--- config.mk ---
export PLATFORM = sky130hd
export DESIGN_NAME = block_memory_retrieval
export DESIGN_NICKNAME = d
export VERILOG_FILES = /design/src/rtl/block_memory_retrieval.sv
export SDC_FILE = /design/constraint.sdc
export NUM_CORES = 1
export LEC_CHECK = 0
export CAP_MARGIN = 20
export CORE_MARGIN = 2
export CORE_UTILIZATION = 35
export DETAILED_ROUTE_END_ITERATION = 7
export GPL_TIMING_DRIVEN = 1
export RECOVER_POWER = 100
export SYNTH_ARGS = -nofsm -noshare
export SYNTH_HDL_FRONTEND = slang
export SYNTH_SLANG_ARGS = --single-unit
--- constraint.sdc ---
create_clock -name clock -period 2.2 [get_ports clock]
set_input_delay 0.44 -clock clock [delete_from_list [all_inputs] [get_ports clock]]
set_output_delay 0.44 -clock clock [all_outputs]
set_load 0.01 [all_outputs]
--- src/rtl/block_memory_retrieval.sv ---
// Read-side walker for the SSID hit store: HNM -> HCM -> HLM, then streams hit-info oldest-first.
// Optional RETRIEVAL_STATS_EN adds saturating query/hit counters.
module block_memory_retrieval #(
  parameter int unsigned SSIDBITS         = 12,
  parameter int unsigned COLINDEXBITS_HNM = 4,
  parameter int unsigned ROWINDEXBITS_HLM = 9,
  parameter int unsigned MAXHITNBITS      = 3,
  parameter int unsigned HITINFOBITS      = 8,
  localparam int unsigned NCOLS_HNM       = 2**COLINDEXBITS_HNM,
  localparam int unsigned MAXHITS         = 2**MAXHITNBITS - 1,
  localparam int unsigned ROWBITS         = HITINFOBITS * MAXHITS
) (
  input  logic                                 clock,
  input  logic                                 resetN,
  input  logic                                 clearMemory,
  input  logic                                 queryValid,
  output logic                                 queryReady,
  input  logic [SSIDBITS-1:0]                  querySSID,
  output logic [SSIDBITS-COLINDEXBITS_HNM-1:0] hnmAddr,
  input  logic [NCOLS_HNM-1:0]                 hnmData,
  output logic [SSIDBITS-1:0]                  hcmAddr,
  input  logic [ROWINDEXBITS_HLM+MAXHITNBITS-1:0] hcmData,
  output logic [ROWINDEXBITS_HLM-1:0]          hlmAddr,
  input  logic [ROWBITS-1:0]                   hlmData,
  output logic                                 outValid,
  input  logic                                 outReady,
  output logic [HITINFOBITS-1:0]               outHitInfo,
  output logic                                 outLast,
  output logic                                 outEmpty,
`ifdef RETRIEVAL_STATS_EN
  output logic [15:0]                          statQueries,
  output logic [15:0]                          statHits,
`endif
  output logic [SSIDBITS-1:0]                  outSSID
);

  typedef enum logic [2:0] {
    IDLE, HNM_ADDR, HNM_DATA, HCM_ADDR, HCM_DATA, HLM_ADDR, HLM_DATA, STREAM
  } stateType;

  stateType                    state;
  logic                        armed;
  logic [MAXHITNBITS-1:0]      hitCount;
  logic [MAXHITNBITS-1:0]      idx;
  logic [MAXHITNBITS-1:0]      nextIdx;
  logic [ROWBITS-1:0]          hitRow;
  logic                        hnmBit;
  logic [MAXHITNBITS-1:0]      hcmCount;
  logic [ROWINDEXBITS_HLM-1:0] hcmRowAddr;

  // armed keeps queryReady low until the first edge after reset release
  assign queryReady = armed && (state == IDLE) && !clearMemory;
  assign hnmBit     = hnmData[outSSID[COLINDEXBITS_HNM-1:0]];
  assign {hcmRowAddr, hcmCount} = hcmData;
  assign nextIdx    = idx + MAXHITNBITS'(1);

  // Newest hit lives in slot 0, so slot (count-1-idx) is the idx-th oldest word
  function automatic logic [HITINFOBITS-1:0] pickWord(input logic [ROWBITS-1:0] row,
                                                      input logic [MAXHITNBITS-1:0] slot);
    pickWord = '0;
    for (int k = 0; k < MAXHITS; k++)
      if (slot == MAXHITNBITS'(k)) pickWord = row[k*HITINFOBITS +: HITINFOBITS];
  endfunction

  always_ff @(posedge clock or negedge resetN) begin
    if (!resetN) begin
      state      <= IDLE;
      armed      <= 1'b0;
      outValid   <= 1'b0;
      outLast    <= 1'b0;
      outEmpty   <= 1'b0;
      outHitInfo <= '0;
      outSSID    <= '0;
      hnmAddr    <= '0;
      hcmAddr    <= '0;
      hlmAddr    <= '0;
      hitCount   <= '0;
      idx        <= '0;
      hitRow     <= '0;
    end else begin
      armed <= 1'b1;
      case (state)
        IDLE: begin
          if (queryValid && queryReady) begin
            outSSID <= querySSID;
            hnmAddr <= querySSID[SSIDBITS-1:COLINDEXBITS_HNM];
            state   <= HNM_ADDR;
          end
        end
        HNM_ADDR: state <= HNM_DATA;
        HNM_DATA: begin
          if (hnmBit) begin
            hcmAddr <= outSSID;
            state   <= HCM_ADDR;
          end else begin
            outValid   <= 1'b1;
            outEmpty   <= 1'b1;
            outLast    <= 1'b1;
            outHitInfo <= '0;
            state      <= STREAM;
          end
        end
        HCM_ADDR: state <= HCM_DATA;
        HCM_DATA: begin
          hitCount <= hcmCount;
          hlmAddr  <= hcmRowAddr;
          if (hcmCount == '0) begin
            outValid   <= 1'b1;
            outEmpty   <= 1'b1;
            outLast    <= 1'b1;
            outHitInfo <= '0;
            state      <= STREAM;
          end else begin
            state <= HLM_ADDR;
          end
        end
        HLM_ADDR: state <= HLM_DATA;
        HLM_DATA: begin
          hitRow     <= hlmData;
          idx        <= '0;
          outValid   <= 1'b1;
          outEmpty   <= 1'b0;
          outHitInfo <= pickWord(hlmData, hitCount - MAXHITNBITS'(1));
          outLast    <= (hitCount == MAXHITNBITS'(1));
          state      <= STREAM;
        end
        STREAM: begin
          if (outReady) begin
            if (outLast) begin
              outValid   <= 1'b0;
              outLast    <= 1'b0;
              outEmpty   <= 1'b0;
              outHitInfo <= '0;
              state      <= IDLE;
            end else begin
              idx        <= nextIdx;
              outHitInfo <= pickWord(hitRow, hitCount - MAXHITNBITS'(1) - nextIdx);
              outLast    <= (nextIdx == hitCount - MAXHITNBITS'(1));
            end
          end
        end
        default: state <= IDLE;
      endcase
    end
  end

`ifdef RETRIEVAL_STATS_EN
  // Saturating activity counters, wiped whenever storage is cleared
  always_ff @(posedge clock or negedge resetN) begin
    if (!resetN) begin
      statQueries <= '0;
      statHits    <= '0;
    end else if (clearMemory) begin
      statQueries <= '0;
      statHits    <= '0;
    end else begin
      if (queryValid && queryReady && statQueries != 16'hFFFF)
        statQueries <= statQueries + 16'd1;
      if (state == STREAM && outValid && outReady && !outEmpty && statHits != 16'hFFFF)
        statHits <= statHits + 16'd1;
    end
  end
`endif

endmodule
## Yosys cells after proc, flatten, opt, wreduce, memory -nomap -nowiden

Cells that the tools add are included.

- Add/subtract/negate cells: 3
- Reductions and logical operators: 16
- Eq/ne operators: 27
- Order comparisons: 1
- Multiplexer cells: 39

Operators by type and width:

| operator | number |
|---|---|
| $mux W8 | 18 |
| $pmux W8 S4 | 1 |
| $eq A3 B3 Y1 const B | 10 |
| $pmux W3 S8 | 1 |
| $eq A3 B2 Y1 const B | 6 |
| $mux W3 | 6 |
| $eq A3 B1 Y1 const B | 4 |
| $logic_not A3 Y1 | 4 |
| $pmux W1 S4 | 3 |
| $ne A2 B2 Y1 const B | 5 |
| $mux W1 | 7 |
| $pmux W3 S2 | 1 |
| $reduce_and A3 Y1 | 2 |
| $lt A4 B5 Y1 const B | 1 |
| $reduce_and A5 Y1 | 1 |
| $bmux W1 S4 | 1 |
| $reduce_and A2 Y1 | 2 |
| $reduce_and A4 Y1 | 1 |
| $reduce_bool A4 Y1 | 1 |
| $add A3 B1 Y3 const B | 1 |
| $eq A3 B3 Y1 | 1 |
| $logic_and A1 B1 Y1 | 3 |
| $sub A3 B1 Y3 const B | 1 |
| $sub A3 B3 Y3 | 1 |
| 4 further kinds | 4 |

- Register bits after elaboration: 118
- Input bits: 101
- Word-level logic and storage cells: 99
- Output and inout bits: 53

## Logic depth before layout (Yosys ltp)

- Depth in word-level cells: 13
- Mapped depth: 11
- Mapped depth without buffers: 9

## Worst setup path before layout

OpenSTA, ideal clock, no wires.

- Kind: register to register
- From: register hitCount[0]
- To: register outHitInfo[2]
- Setup time: 124 ps
- Slack: -191 ps
- Stages on the path, launching flop included: 10
- Clock period less this slack: 2391 ps
- Arrival time: 2267 ps
- Data required time: 2076 ps
- Path buffers: 1
- Cell sequence: dfrtp_1 inv_1 ha_1 xor2_1 xnor2_1 buf_2 mux4_2 nand2b_1 a21oi_1 a211o_1

- Cells in the longest elaborated chain, start to end: 13
- Elaborated cells between the ends (all ways): 33
- Classes of those cells: add/sub (2); eq/ne (12); mux (17); reduce/logical (2)

Ends and longest elaborated chain:

| item | RTL line | text |
|---|---|---|
| from (decl) | 43 | `logic [MAXHITNBITS-1:0] hitCount;` |
| from (signal assigned) | 105 | `hitCount <= hcmCount;` |
| $sub A3 B1 Y3 (*) | 123, 137 |  |
| $sub A3 B3 Y3 | 137 | `outHitInfo <= pickWord(hitRow, hitCount - MAXHITNBITS'(1) - nextIdx);` |
| $logic_not A3 Y1 | 62 | `if (slot == MAXHITNBITS'(k)) pickWord = row[k*HITINFOBITS +: HITINFOBITS];` |
| $mux W8 (7 in a row) | 62 |  |
| $mux W8 | 129 | `if (outLast) begin` |
| $mux W8 | 128 | `if (outReady) begin` |
| $pmux W8 S4 (*) | 82 | `case (state)` |
| to (signal assigned) | 123 | `outHitInfo <= pickWord(hlmData, hitCount - MAXHITNBITS'(1));` |
| to (signal assigned) | 137 |  |
| to (decl) | 27 | `output logic [HITINFOBITS-1:0] outHitInfo,` |

Every way passes the cells marked *; elsewhere a longest branch is shown, timed or not. The select of a mux whose other input is x is not followed.
A chain may end at the register's enable or synchronous reset.

## Worst setup path after layout

- From: register outSSID[1]
- To: register hcmAddr[4]

- Cells in the longest elaborated chain, start to end: 3

Ends and longest elaborated chain:

| item | RTL line | text |
|---|---|---|
| from (decl) | 34 | `output logic [SSIDBITS-1:0] outSSID` |
| from (signal assigned) | 85 | `outSSID <= querySSID;` |
| $bmux W1 S4 | 53 | `assign hnmBit = hnmData[outSSID[COLINDEXBITS_HNM-1:0]];` |
| $mux W1 (implied by the code) | 53 |  |
| $reduce_and A2 Y1 (no source line) | n/a |  |
| to (signal assigned) | 93 | `hcmAddr <= outSSID;` |
| to (decl) | 21 | `output logic [SSIDBITS-1:0] hcmAddr,` |

No other way between the ends. The select of a mux whose other input is x is not followed.

==> impl_metrics.toml <==
[grt]
grt_use_total = 0.184
met3_usage = 0.0309
grt_max_degree = 40
use_met1 = 0.248
grt_pass1_wl_microns = 25200
antenna_found_initial = 0
grt_pass1_vias = 4610
overflow = 0
met2_usage = 0.299
grt.busiest_layer = "met2"

[place]
port_buffers = 153
dpl-instance-area_sq_mm = 0.00770
gp_congestion = 0.805
preCtsSetupSlack_ns = -0.396
dpl.hpwl_microns = 11300
placedCellCount = 846

[route]
num_vias = 4485
drc = 0
vias_per_cell = 5.13
drt-pass1-iter-count = 4
antenna_left = 0
routedWlPerCell_microns = 18.5
drt_iter0_markers = 248
wl_microns = 16200

[clock_tree]
clk_pin_slew_ns = 0.07
htreeDepth = 3
cts.path.max_buffers = 2
cts_tree = "yes"
cts_num_sinks = 110
numCtsBuffers = 9
insertion_delay_ns = 0.36
clockRootBuffer = "clkbuf_16"

[outcome]
violations = "setup timing"
status = "complete, but fails checks"

[synthesis]
yosysSeqAreaShare = 0.485
syn_nets = 588
synth_seq_cells = 110
syn_area_sq_mm = 0.00567
async_reset_ff_frac = 1.00
synth_area_per_cell_sq_um = 11.8
synth_edf_count = 0
synth.distinct_cells = 44
synth-main-ff-cell = "dfrtp_1"
synthCells = 479
yosysWarnings = 0

[layout]
antenna_cells = 0
final_common_cell = "clkdlybuf4s50_1"
final_cell_mix = "clkdlybuf4s50_1 (151), dfrtp_1 (108), mux2_2 (85), nand2_1 (41), buf_4 (29)"
instances_no_fill = 875
nets = 763
final_layout_size_suffix_gt1_frac = 0.326
final_cell_area_sq_mm = 0.00852
syn_to_final_growth_pct = 50.2

[sta]
slew_headroom = 0.335
rsz0062_at_grt = "yes"
drv_slew = 0
fin_skew_ns = 0.00909
layout_min_cycle_time_ns = 2.26
worst_slew_pin_slew_ns = 0.998
min_period_over_period = 1.03
hold_violations = 0
setup_violations = 18
max_freq_ghz = 0.442
worst_slack_ns = -0.0645

[floorplan]
core_area_sq_mm = 0.0159
die_h_microns = 131
row_count = 46
die_x_microns = 131
dieArea_sq_mm = 0.0172
start_util = 0.357
io_pins = 154

[power]
finalPower_mw = 14.9
power_leakage_nw = 3.51
pwr_density_cell_mw_per_mm2 = 1750
irDropWorstVdd_v = 0.00133

[worst_setup_path]
crit_slowest_cell = "mux4_2"
max_stage_delay_ns = 0.47
worstPathRequired_ns = 2.44
cp_max_fo = 11
critPathLaunchType = "flop"
crit_family = "multiplexers"
critical_path_class = "flop to flop"
cp.arrival_ns = 2.51
crit_chain = "buf_6 > mux2i_2 > mux4_2 > mux2_4 > nor3_4 > buf_12 > mux2_2"
path_buf_inv = 2
end_kind = "flop"

[run]
cap_violations = 0

[worst_hold_path]
hold_class = "primary input to async pin"
==> synthesized netlist by cell type, types with 3 or more instances <==
cell / instances / area share
a22oi_1: 7 / 0.0093
nor2b_1: 8 / 0.0088
o22a_1: 8 / 0.012
nor2_1: 10 / 0.0066
ha_1: 8 / 0.018
nand2b_1: 9 / 0.0099
o21ai_1: 4 / 0.0035
buf_1: 8 / 0.0053
a221oi_1: 8 / 0.012
nor3_1: 3 / 0.0026
buf_4: 9 / 0.012
mux4_2: 12 / 0.048
a211o_1: 8 / 0.012
mux2i_1: 9 / 0.016
o31ai_1: 8 / 0.011
o211ai_1: 8 / 0.011
a21oi_1: 15 / 0.013
buf_2: 5 / 0.0044
inv_1: 12 / 0.0079
dfrtp_1: 110 / 0.49
o21ai_0: 17 / 0.015
nand2_1: 41 / 0.027
mux2_2: 88 / 0.17
nand3_1: 16 / 0.014
clkbuf_1: 18 / 0.012
o22ai_1: 8 / 0.0088
==> metal layers <==
layer | wire (microns) | part of all wire
met1 | 6900 | 0.43
met5 | 0 | 0
met3 | 926 | 0.057
met2 | 8050 | 0.50
met4 | 279 | 0.017
==> worst register-to-register path: stages (launching register included) <==
cell     delay, ns
dfrtp_2       0.42
buf_6         0.14
mux2i_2       0.15
mux4_2        0.47
mux2_4        0.32
nor3_4        0.15
buf_12        0.16
mux2_2        0.34
==> registers in the layout (all words and copies together) (netlist names) <==
signal      cells
hnmAddr         8
outHitInfo      8
state           3
outLast         1
outEmpty        1
hitRow         56
outSSID         4
hlmAddr         9
outValid        1
hcmAddr        12
hitCount        3
armed           1
idx             3
==> power by group <==
group          internal [mW]  switching, mW  total (mW)
sequential              2.90          0.522        3.42
combinational           5.27           4.50        9.77
clock                  0.923          0.773        1.70
total                   9.09           5.80        14.9
==> final timing paths <==
check	endpoint	startpoint	cells past startpoint	slack (ns)
max in group asynchronous	outSSID[1]	resetN	2	0.45
hold / removal	hlmAddr[8]	resetN	1	0.24
setup / recovery	hcmAddr[4]	outSSID[1]	7	-0.06
min in group clock	hitRow[20]	hitRow[20]	2	0.50
setup reg to reg	hcmAddr[4]	outSSID[1]	7	-0.06
hold reg to reg	hitRow[20]	hitRow[20]	2	0.50
==> final cells by class <==
class                      count  area, sq um
fill                        1396         7370
sequential                   110         2760
clock inverter                 6         68.8
timing repair buffer         203         2040
inverter                      12         47.5
tap                          216          270
multi-input combinational    318         3090
clock buffer                  10          239
==> logic make-up (layout without fill, tap and decap cells) <==
group,Yosys count,in the layout,share of synthesized area
muxes,110,110,0.240
DFF,110,110,0.485
AOI/OAI and AO/OA,96,96,0.119
and+or+nand+nor,94,94,0.0794
buffers and inverters,54,231,0.0454
adders and majority gates,8,8,0.0176
xor gates and xnor gates,6,9,0.0119
other,1,1,0.000661
==> per-stage QoR <==
stage                     hold slack [ns]  TNS [ns]  utilization
after floorplan                     0.144         0            -
after CTS                          0.0755    -0.702        0.518
final                               0.236    -0.678        0.536
after global placement              0.457     -6.73        0.485
after detailed placement            0.460     -7.36        0.485
after global routing                0.321     -1.99        0.536
==> what timing repair did <==
item	CTS	global route
buffers inserted	3	7
pin swaps	6	27
cloned	2	2
setup endpoints to repair	23	22
hold buffers	0	0
gates resized for setup	22	53
Power figures use the tool's default switching activity.
